## src/rtl/phase_bus_pkg.sv

```systemverilog
// Shared definitions for the phase-bus card responder: port map, broadcast
// board code, responder FSM states and active-low strobe levels.
package phase_bus_pkg;

  localparam logic [2:0] PORT_MUX      = 3'd3;
  localparam logic [2:0] PORT_ADC_HIGH = 3'd4;
  localparam logic [2:0] PORT_ADC_LOW  = 3'd5;
  localparam logic [2:0] PORT_STATUS   = 3'd7;

  // Board code that addresses every card at once (writes only).
  localparam int PB_BOARD_ALL = 5;

  typedef enum logic [2:0] {
    IDLE,
    WR_LOW,
    RD_DRIVE,
    TEST_DRIVE,
    RECOVER,
    PROTO_ERR
  } resp_state_e;

  // Bus strobes are active low.
  typedef enum logic {
    ENABLE  = 1'b0,
    DISABLE = 1'b1
  } strobe_level_e;

  // Increment that sticks at the top of the 8-bit range.
  function automatic logic [7:0] sat_inc8(input logic [7:0] v);
    return (v == 8'hFF) ? v : v + 8'd1;
  endfunction

endpackage

```

## src/rtl/pb_sync2.sv

```systemverilog
// Two-flop synchroniser for one bus input bit or bus; RST_VAL lets idle-high
// strobes come out of reset in their inactive level.
module pb_sync2 #(
  parameter int             W       = 1,
  parameter logic [W-1:0]   RST_VAL = '0
) (
  input  logic         clock,
  input  logic         reset,
  input  logic [W-1:0] d_i,
  output logic [W-1:0] q_o
);

  logic [W-1:0] meta_q;
  logic [W-1:0] sync_q;

  // Two-stage capture of the asynchronous input.
  always_ff @(posedge clock) begin
    if (!reset) begin
      meta_q <= RST_VAL;
      sync_q <= RST_VAL;
    end else begin
      meta_q <= d_i;
      sync_q <= meta_q;
    end
  end

  assign q_o = sync_q;

endmodule

```

## src/rtl/phase_bus_card_responder.sv

```systemverilog
// Card-side responder for the phase-bus handshake: board decode, 8-entry port
// register file, read/test-address drive and strobe-width checking.
// Optional feature macro: PB_RESPONDER_ADC_EN (mux/ADC convert emulation).
module phase_bus_card_responder
  import phase_bus_pkg::*;
#(
  parameter int CLOCK_FREQUENCY = 27000000,
  parameter int BOARD_ID        = 0,
  parameter int BOARD_ALL       = PB_BOARD_ALL,
  parameter int MIN_STROBE      = 4,
  parameter int CONV_CYCLES     = 20
) (
  input  logic       clock,
  input  logic       reset,
  input  logic [3:0] BOARD_X,
  input  logic [2:0] AddessPortPin,
  input  logic       RdP,
  input  logic       WrP,
  input  logic       TestAddressP,
  input  logic [7:0] Data_In_Port,
  output logic [7:0] Data_Out_Port,
  output logic       data_drive_en,
  output logic       write_pulse,
  output logic [2:0] last_write_port,
  output logic       adc_busy,
  output logic [7:0] strobe_err_count
);

  localparam logic [3:0] ID4   = 4'(BOARD_ID);
  localparam logic [3:0] ALL4  = 4'(BOARD_ALL);
  localparam logic [4:0] MIN_W = 5'(MIN_STROBE);

  // The clock frequency is informational; a nonsensical value gets an empty marker block.
  if (CLOCK_FREQUENCY <= 0) begin : g_bad_clock_frequency
  end

  logic [3:0] board_s;
  logic [2:0] addr_s;
  logic       rd_s, wr_s, test_s;
  logic [7:0] data_s;

  pb_sync2 #(.W(4), .RST_VAL(4'h0))  u_sync_board (.clock(clock), .reset(reset), .d_i(BOARD_X),       .q_o(board_s));
  pb_sync2 #(.W(3), .RST_VAL(3'h0))  u_sync_addr  (.clock(clock), .reset(reset), .d_i(AddessPortPin), .q_o(addr_s));
  pb_sync2 #(.W(1), .RST_VAL(1'b1))  u_sync_rd    (.clock(clock), .reset(reset), .d_i(RdP),           .q_o(rd_s));
  pb_sync2 #(.W(1), .RST_VAL(1'b1))  u_sync_wr    (.clock(clock), .reset(reset), .d_i(WrP),           .q_o(wr_s));
  pb_sync2 #(.W(1), .RST_VAL(1'b1))  u_sync_test  (.clock(clock), .reset(reset), .d_i(TestAddressP),  .q_o(test_s));
  pb_sync2 #(.W(8), .RST_VAL(8'h00)) u_sync_data  (.clock(clock), .reset(reset), .d_i(Data_In_Port),  .q_o(data_s));

  logic rd_low, wr_low, test_low, both_low, sel_own, sel_wr;
  assign rd_low   = (rd_s == ENABLE);
  assign wr_low   = (wr_s == ENABLE);
  assign test_low = (test_s == ENABLE);
  assign both_low = rd_low && wr_low;
  assign sel_own  = (board_s == ID4);
  assign sel_wr   = sel_own || (board_s == ALL4);

  resp_state_e state_q, state_d;
  logic [4:0]  width_q, width_d;
  logic [7:0]  wdata_q;
  logic [7:0]  regs_q [8];
  logic        commit, err_inc, wr_accept, reg_we, port_writable;
  logic        adc_load;
  logic [15:0] adc_result;
  logic [7:0]  rd_word, dout_d;

  // Next-state decode, strobe-width tracking and write/error decisions.
  always_comb begin
    state_d = state_q;
    width_d = width_q;
    commit  = 1'b0;
    err_inc = 1'b0;
    case (state_q)
      IDLE: begin
        if (sel_wr && wr_low) begin
          state_d = WR_LOW;
          width_d = 5'd1;
        end else if (sel_own && rd_low) begin
          state_d = RD_DRIVE;
          width_d = 5'd1;
        end else if (sel_own && test_low) begin
          state_d = TEST_DRIVE;
        end
      end
      WR_LOW: begin
        if (both_low)    state_d = PROTO_ERR;
        else if (!sel_wr) state_d = RECOVER;
        else if (wr_low) width_d = (width_q == 5'd31) ? width_q : width_q + 5'd1;
        else begin
          state_d = RECOVER;
          if (width_q >= MIN_W) commit  = 1'b1;
          else                  err_inc = 1'b1;
        end
      end
      RD_DRIVE: begin
        if (both_low)      state_d = PROTO_ERR;
        else if (!sel_own) state_d = RECOVER;
        else if (rd_low)   width_d = (width_q == 5'd31) ? width_q : width_q + 5'd1;
        else begin
          state_d = RECOVER;
          if (width_q < MIN_W) err_inc = 1'b1;
        end
      end
      TEST_DRIVE: begin
        if (both_low)                  state_d = PROTO_ERR;
        else if (!sel_own || !test_low) state_d = RECOVER;
      end
      RECOVER: state_d = both_low ? PROTO_ERR : IDLE;
      PROTO_ERR: begin
        if (!rd_low && !wr_low && !test_low) state_d = IDLE;
      end
      default: state_d = IDLE;
    endcase
    if ((state_q != PROTO_ERR) && (state_d == PROTO_ERR)) err_inc = 1'b1;
  end

`ifdef PB_RESPONDER_ADC_EN
  // ADC result ports are loaded only by the converter.
  assign port_writable = (addr_s != PORT_STATUS) && (addr_s != PORT_ADC_HIGH) && (addr_s != PORT_ADC_LOW);
`else
  assign port_writable = (addr_s != PORT_STATUS);
`endif
  assign wr_accept = commit && (addr_s != PORT_STATUS);
  assign reg_we    = wr_accept && port_writable;

  // Read data source: status word or addressed register; drive value by next state.
  always_comb begin
    rd_word = (addr_s == PORT_STATUS) ? {adc_busy, 4'b0000, ID4[2:0]} : regs_q[addr_s];
    dout_d  = 8'h00;
    if (state_d == RD_DRIVE)        dout_d = rd_word;
    else if (state_d == TEST_DRIVE) dout_d = {ID4, addr_s, 1'b1};
  end

  // FSM, sampled write data, registered bus outputs and error counter.
  always_ff @(posedge clock) begin
    if (!reset) begin
      state_q          <= IDLE;
      width_q          <= '0;
      wdata_q          <= '0;
      Data_Out_Port    <= '0;
      data_drive_en    <= 1'b0;
      write_pulse      <= 1'b0;
      last_write_port  <= '0;
      strobe_err_count <= '0;
    end else begin
      state_q       <= state_d;
      width_q       <= width_d;
      if (state_d == WR_LOW) wdata_q <= data_s;
      Data_Out_Port <= dout_d;
      data_drive_en <= (state_d == RD_DRIVE) || (state_d == TEST_DRIVE);
      write_pulse   <= wr_accept;
      if (wr_accept) last_write_port <= addr_s;
      if (err_inc)   strobe_err_count <= sat_inc8(strobe_err_count);
    end
  end

  // Port register file: bus writes plus converter result loads.
  always_ff @(posedge clock) begin
    if (!reset) begin
      for (int i = 0; i < 8; i++) regs_q[i] <= '0;
    end else begin
      if (reg_we) regs_q[addr_s] <= wdata_q;
      if (adc_load) begin
        regs_q[PORT_ADC_HIGH] <= adc_result[15:8];
        regs_q[PORT_ADC_LOW]  <= adc_result[7:0];
      end
    end
  end

`ifdef PB_RESPONDER_ADC_EN
  logic        busy_q, mux_latched_q, adc_start;
  logic [15:0] conv_cnt_q;
  logic [9:0]  sample_q;
  logic [3:0]  mux_cap_q;

  assign adc_start  = wr_accept && mux_latched_q && !busy_q;
  assign adc_load   = busy_q && (conv_cnt_q == 16'd0);
  assign adc_result = {mux_cap_q, ID4[1:0], sample_q};
  assign adc_busy   = busy_q;

  // Conversion timer: busy for CONV_CYCLES clocks, then publish and bump the sample count.
  always_ff @(posedge clock) begin
    if (!reset) begin
      busy_q        <= 1'b0;
      mux_latched_q <= 1'b0;
      conv_cnt_q    <= '0;
      sample_q      <= '0;
      mux_cap_q     <= '0;
    end else begin
      if (reg_we && (addr_s == PORT_MUX)) mux_latched_q <= 1'b1;
      if (adc_start) begin
        busy_q     <= 1'b1;
        conv_cnt_q <= 16'(CONV_CYCLES - 1);
        mux_cap_q  <= regs_q[PORT_MUX][3:0];
      end else if (busy_q) begin
        if (conv_cnt_q == 16'd0) begin
          busy_q   <= 1'b0;
          sample_q <= sample_q + 10'd1;
        end else begin
          conv_cnt_q <= conv_cnt_q - 16'd1;
        end
      end
    end
  end
`else
  assign adc_load   = 1'b0;
  assign adc_result = '0;
  assign adc_busy   = 1'b0;
`endif

endmodule

```

## config.mk

```make
export PLATFORM = sky130hd
export DESIGN_NAME = phase_bus_card_responder
export DESIGN_NICKNAME = d
export VERILOG_FILES = /design/src/rtl/phase_bus_pkg.sv /design/src/rtl/pb_sync2.sv /design/src/rtl/phase_bus_card_responder.sv
export SDC_FILE = /design/constraint.sdc
export NUM_CORES = 1
export LEC_CHECK = 0
export CAP_MARGIN = 20
export CORE_ASPECT_RATIO = 1.1
export CORE_MARGIN = 5
export CORE_UTILIZATION = 60
export CTS_BUF_LIST = sky130_fd_sc_hd__clkbuf_2 sky130_fd_sc_hd__clkbuf_4 sky130_fd_sc_hd__clkbuf_8
export CTS_CLUSTER_DIAMETER = 120
export DETAILED_ROUTE_END_ITERATION = 8
export GPL_TIMING_DRIVEN = 0
export PLACE_DENSITY = 0.83
export SLEW_MARGIN = 0
export SYNTH_ARGS = -nofsm -noshare
export SYNTH_HDL_FRONTEND = slang
export SYNTH_SLANG_ARGS = --single-unit
```

## constraint.sdc

```tcl
create_clock -name clock -period 3.9 [get_ports clock]
set_input_delay 0.975 -clock clock [delete_from_list [all_inputs] [get_ports clock]]
set_output_delay 0.975 -clock clock [all_outputs]
set_load 0.02 [all_outputs]
```

==> results.yml <==
drt:
  post_drt_wl_per_cell_um: 16.8
  dr.pass1.iters: 5
  via_count: 3742
  drtIter0Drc: 274
  drc_errors: 0
  avgViaCountPerCell: 5.70
  routed_wl_um: 11000
  drtAntennaViolNets: 0
timing:
  tns_ps: 0
  hold_viol_final: 0
  post-route-period-util: 0.834
  rsz0062_at_grt: "false"
  drv_slew: 0
  clock.fmax_ghz: 0.308
  period_needed_ps: 3250
  worst_slew_pin_slew_ps: 835
  setup-violations-final: 0
  slew_headroom: 0.443
  finClkSkew_ps: 12.2
global_route:
  antenna_found_initial: 0
  grt_pass1_vias: 3748
  grt_overflow_total: 0
  grt_start_max_net_pins: 17
  grt.met2_usage: 0.351
  grt_pass1_wl_um: 17900
  grt_usage: 0.212
  globalRoute.busiestLayer: "met2"
  met3_usage: 0.0566
  grtUsageMet1: 0.268
yosys:
  ys.flop_type: "dfxtp_1"
  synth_seq_cells: 133
  synth_edf_count: 60
  ys_seq_area_frac: 0.594
  yosysMostFrequentCell: "and2_1"
  async_flop_share: 0
  yosys_warnings: 0
  synthTopCellsByCount: "87 x and2_1, 73 x dfxtp_1, 60 x edfxtp_1"
  synth_top_area_frac: 0.328
  avgSynthCellArea_um2: 11.9
  synth_top_area_cell: "edfxtp_1"
  synth.distinct_cells: 65
  netlist_area_um2: 5500
  ys_top_cells_by_area: "edfxtp_1 33%, dfxtp_1 27%, and2_1 9.9%"
  synthCells: 462
layout:
  fin_nets: 554
  stdcell_count: 657
  area_delta_synth_final_pct: 18.3
  n_antenna_cell: 0
  drive_above_1_share: 0.136
clock_tree:
  htree_levels: 4
  clk_pin_slew_worst_paths_ps: 70
  cts_resized: 0
  cts_buffers: 17
  clock_latency_ps: 430
  cts_hold_buffers: 0
  root_buffer: "clkbuf_8"
  post_cts_buffers: 0
  cts_tree: "built"
  clockBufferDepth: 2
  cts_sinks: 133
power:
  power.total_mw: 2.87
  leakagePower_nw: 2.43
  p_per_area_nw_per_um2: 441
  ir_drop_v: 0.000270
worst_setup_path:
  max_stage_delay_ps: 710
  end_kind: "flip-flop"
  crit_path_start_kind: "flip-flop"
  crit_buf_inv: 2
  crit_slowest_cell: "o21ai_0"
  path_cells: "nand4bb_1 -> or4_1 -> or2_2 -> clkbuf_1 -> nor2_1 -> nand3_1 -> o21ai_0 -> buf_4"
  crit_required_ps: 4050
  setup.worst_path.class: "reg2reg"
  crit_fanout: 9
  cp_top_family: "simple AND/OR/NAND/NOR gates"
  arrival_ps: 3400
place:
  hpwl_um: 7840
  dp.cells: 625
  place_congestion: 0.897
  portBuffers: 40
floorplanning:
  die_area_um2: 11200
  core.rowCount: 36
  design.core.area_um2: 8920
  die_y_um: 110
  die_w_um: 101
  start_util: 0.616
  pin_count: 42
hold_path:
  hold_class: "reg2reg"
status:
  run_status: "finished clean"
flow_run:
  maxCapViolCount: 0
[routing by layer]
| metal | vias to the layer above | share of wire | wire length [µm] |
|---|---|---|---|
| li1 | 1771 | - | - |
| met2 | 180 | 0.50 | 5530 |
| met5 | - | 0 | 0 |
| met3 | 13 | 0.073 | 799 |
| met4 | 0 | 0.015 | 161 |
| met1 | 1778 | 0.41 | 4510 |
[cell families after synthesis]
logic type | after synthesis | share of synthesized area
adder cells (fa/ha/maj) | 4 | 0.00911
flip-flops | 133 | 0.594
AND/OR/NAND/NOR | 203 | 0.213
multiplexers | 29 | 0.0801
XOR/XNOR | 1 | 0.00159
buffers and inverters | 34 | 0.0289
AO/OA/AOI/OAI | 57 | 0.0728
other | 1 | 0.000682
[cell type report]
class	count	area [µm²]
well taps	114	143
plain buffers	26	129
multi-input cells	299	2090
fillers	600	2410
repair buffers	45	438
inverters	8	30.0
clock buffers	19	255
clock inverters	13	156
flip-flops and latches	133	3260
[worst paths after layout]
| path | from | endpoint | slack, ps | depth (start not counted) |
|---|---|---|---|---|
| worst max-delay path | state_q[0] | regs_q[6][6] | 650 | 8 |
| worst min-delay path | u_sync_test.meta_q | u_sync_test.q_o | 430 | 1 |
| worst max register to register | state_q[0] | regs_q[6][6] | 650 | 8 |
| worst min register to register | u_sync_test.meta_q | u_sync_test.q_o | 430 | 1 |
[per-stage QoR]
stage               hold WS, ps  worst slack [ps]  utilization  area (µm²)
floorplan                   386              1160            -        5510
global placement            401               352        0.679        6050
detailed placement          402               587        0.683        6090
CTS                         426               708        0.729        6500
global route                437               571        0.729        6500
finish                      430               649        0.729        6500
[state kept, by name, indices dropped and copies added (netlist names), 3 cells and up]
signal	flops
u_sync_board.meta_q	4
u_sync_addr.meta_q	3
u_sync_addr.q_o	3
u_sync_data.meta_q	8
width_q	5
wdata_q	8
u_sync_data.q_o	8
state_q	3
strobe_err_count	8
last_write_port	3
regs_q	60
u_sync_board.q_o	4
Data_Out_Port	8
[cells in the final DEF, fill, tap and decap left out, drive strengths merged, types with 2 or more instances in the layout]
cell,n
mux4,12
buf,12
clkbuf,38
inv,9
edfxtp,60
and2,87
bufinv,3
or4,4
o31ai,3
nor3,5
a21oi,15
nor3b,2
nor2b,2
and3,7
or3b,2
or2b,2
a21o,2
mux2i,17
clkinv,7
o311ai,5
conb,5
dfxtp,73
ha,4
o21ai,16
nand2b,10
clkinvlp,2
nand3b,4
or2,3
nand3,5
nand4b,2
and4,2
nand2,21
o211ai,2
clkdlybuf4s50,40
o41ai,4
nor2,37
[report_power, final]
group	switching (mW)	leakage [nW]	internal [mW]
clock network	0.513	0.209	0.655
registers	0.0218	1.21	1.50
logic	0.0971	1.01	0.0828
total	0.632	2.43	2.24
[worst reg2reg max path: cells and delay by family, from the launching register on]
family | cells | cell delay (ps)
AO/OA/AOI/OAI | 1 | 710
buffers and inverters | 2 | 500
flip-flops | 1 | 480
AND/OR/NAND/NOR | 5 | 1290
Power figures use the tool's default switching activity.
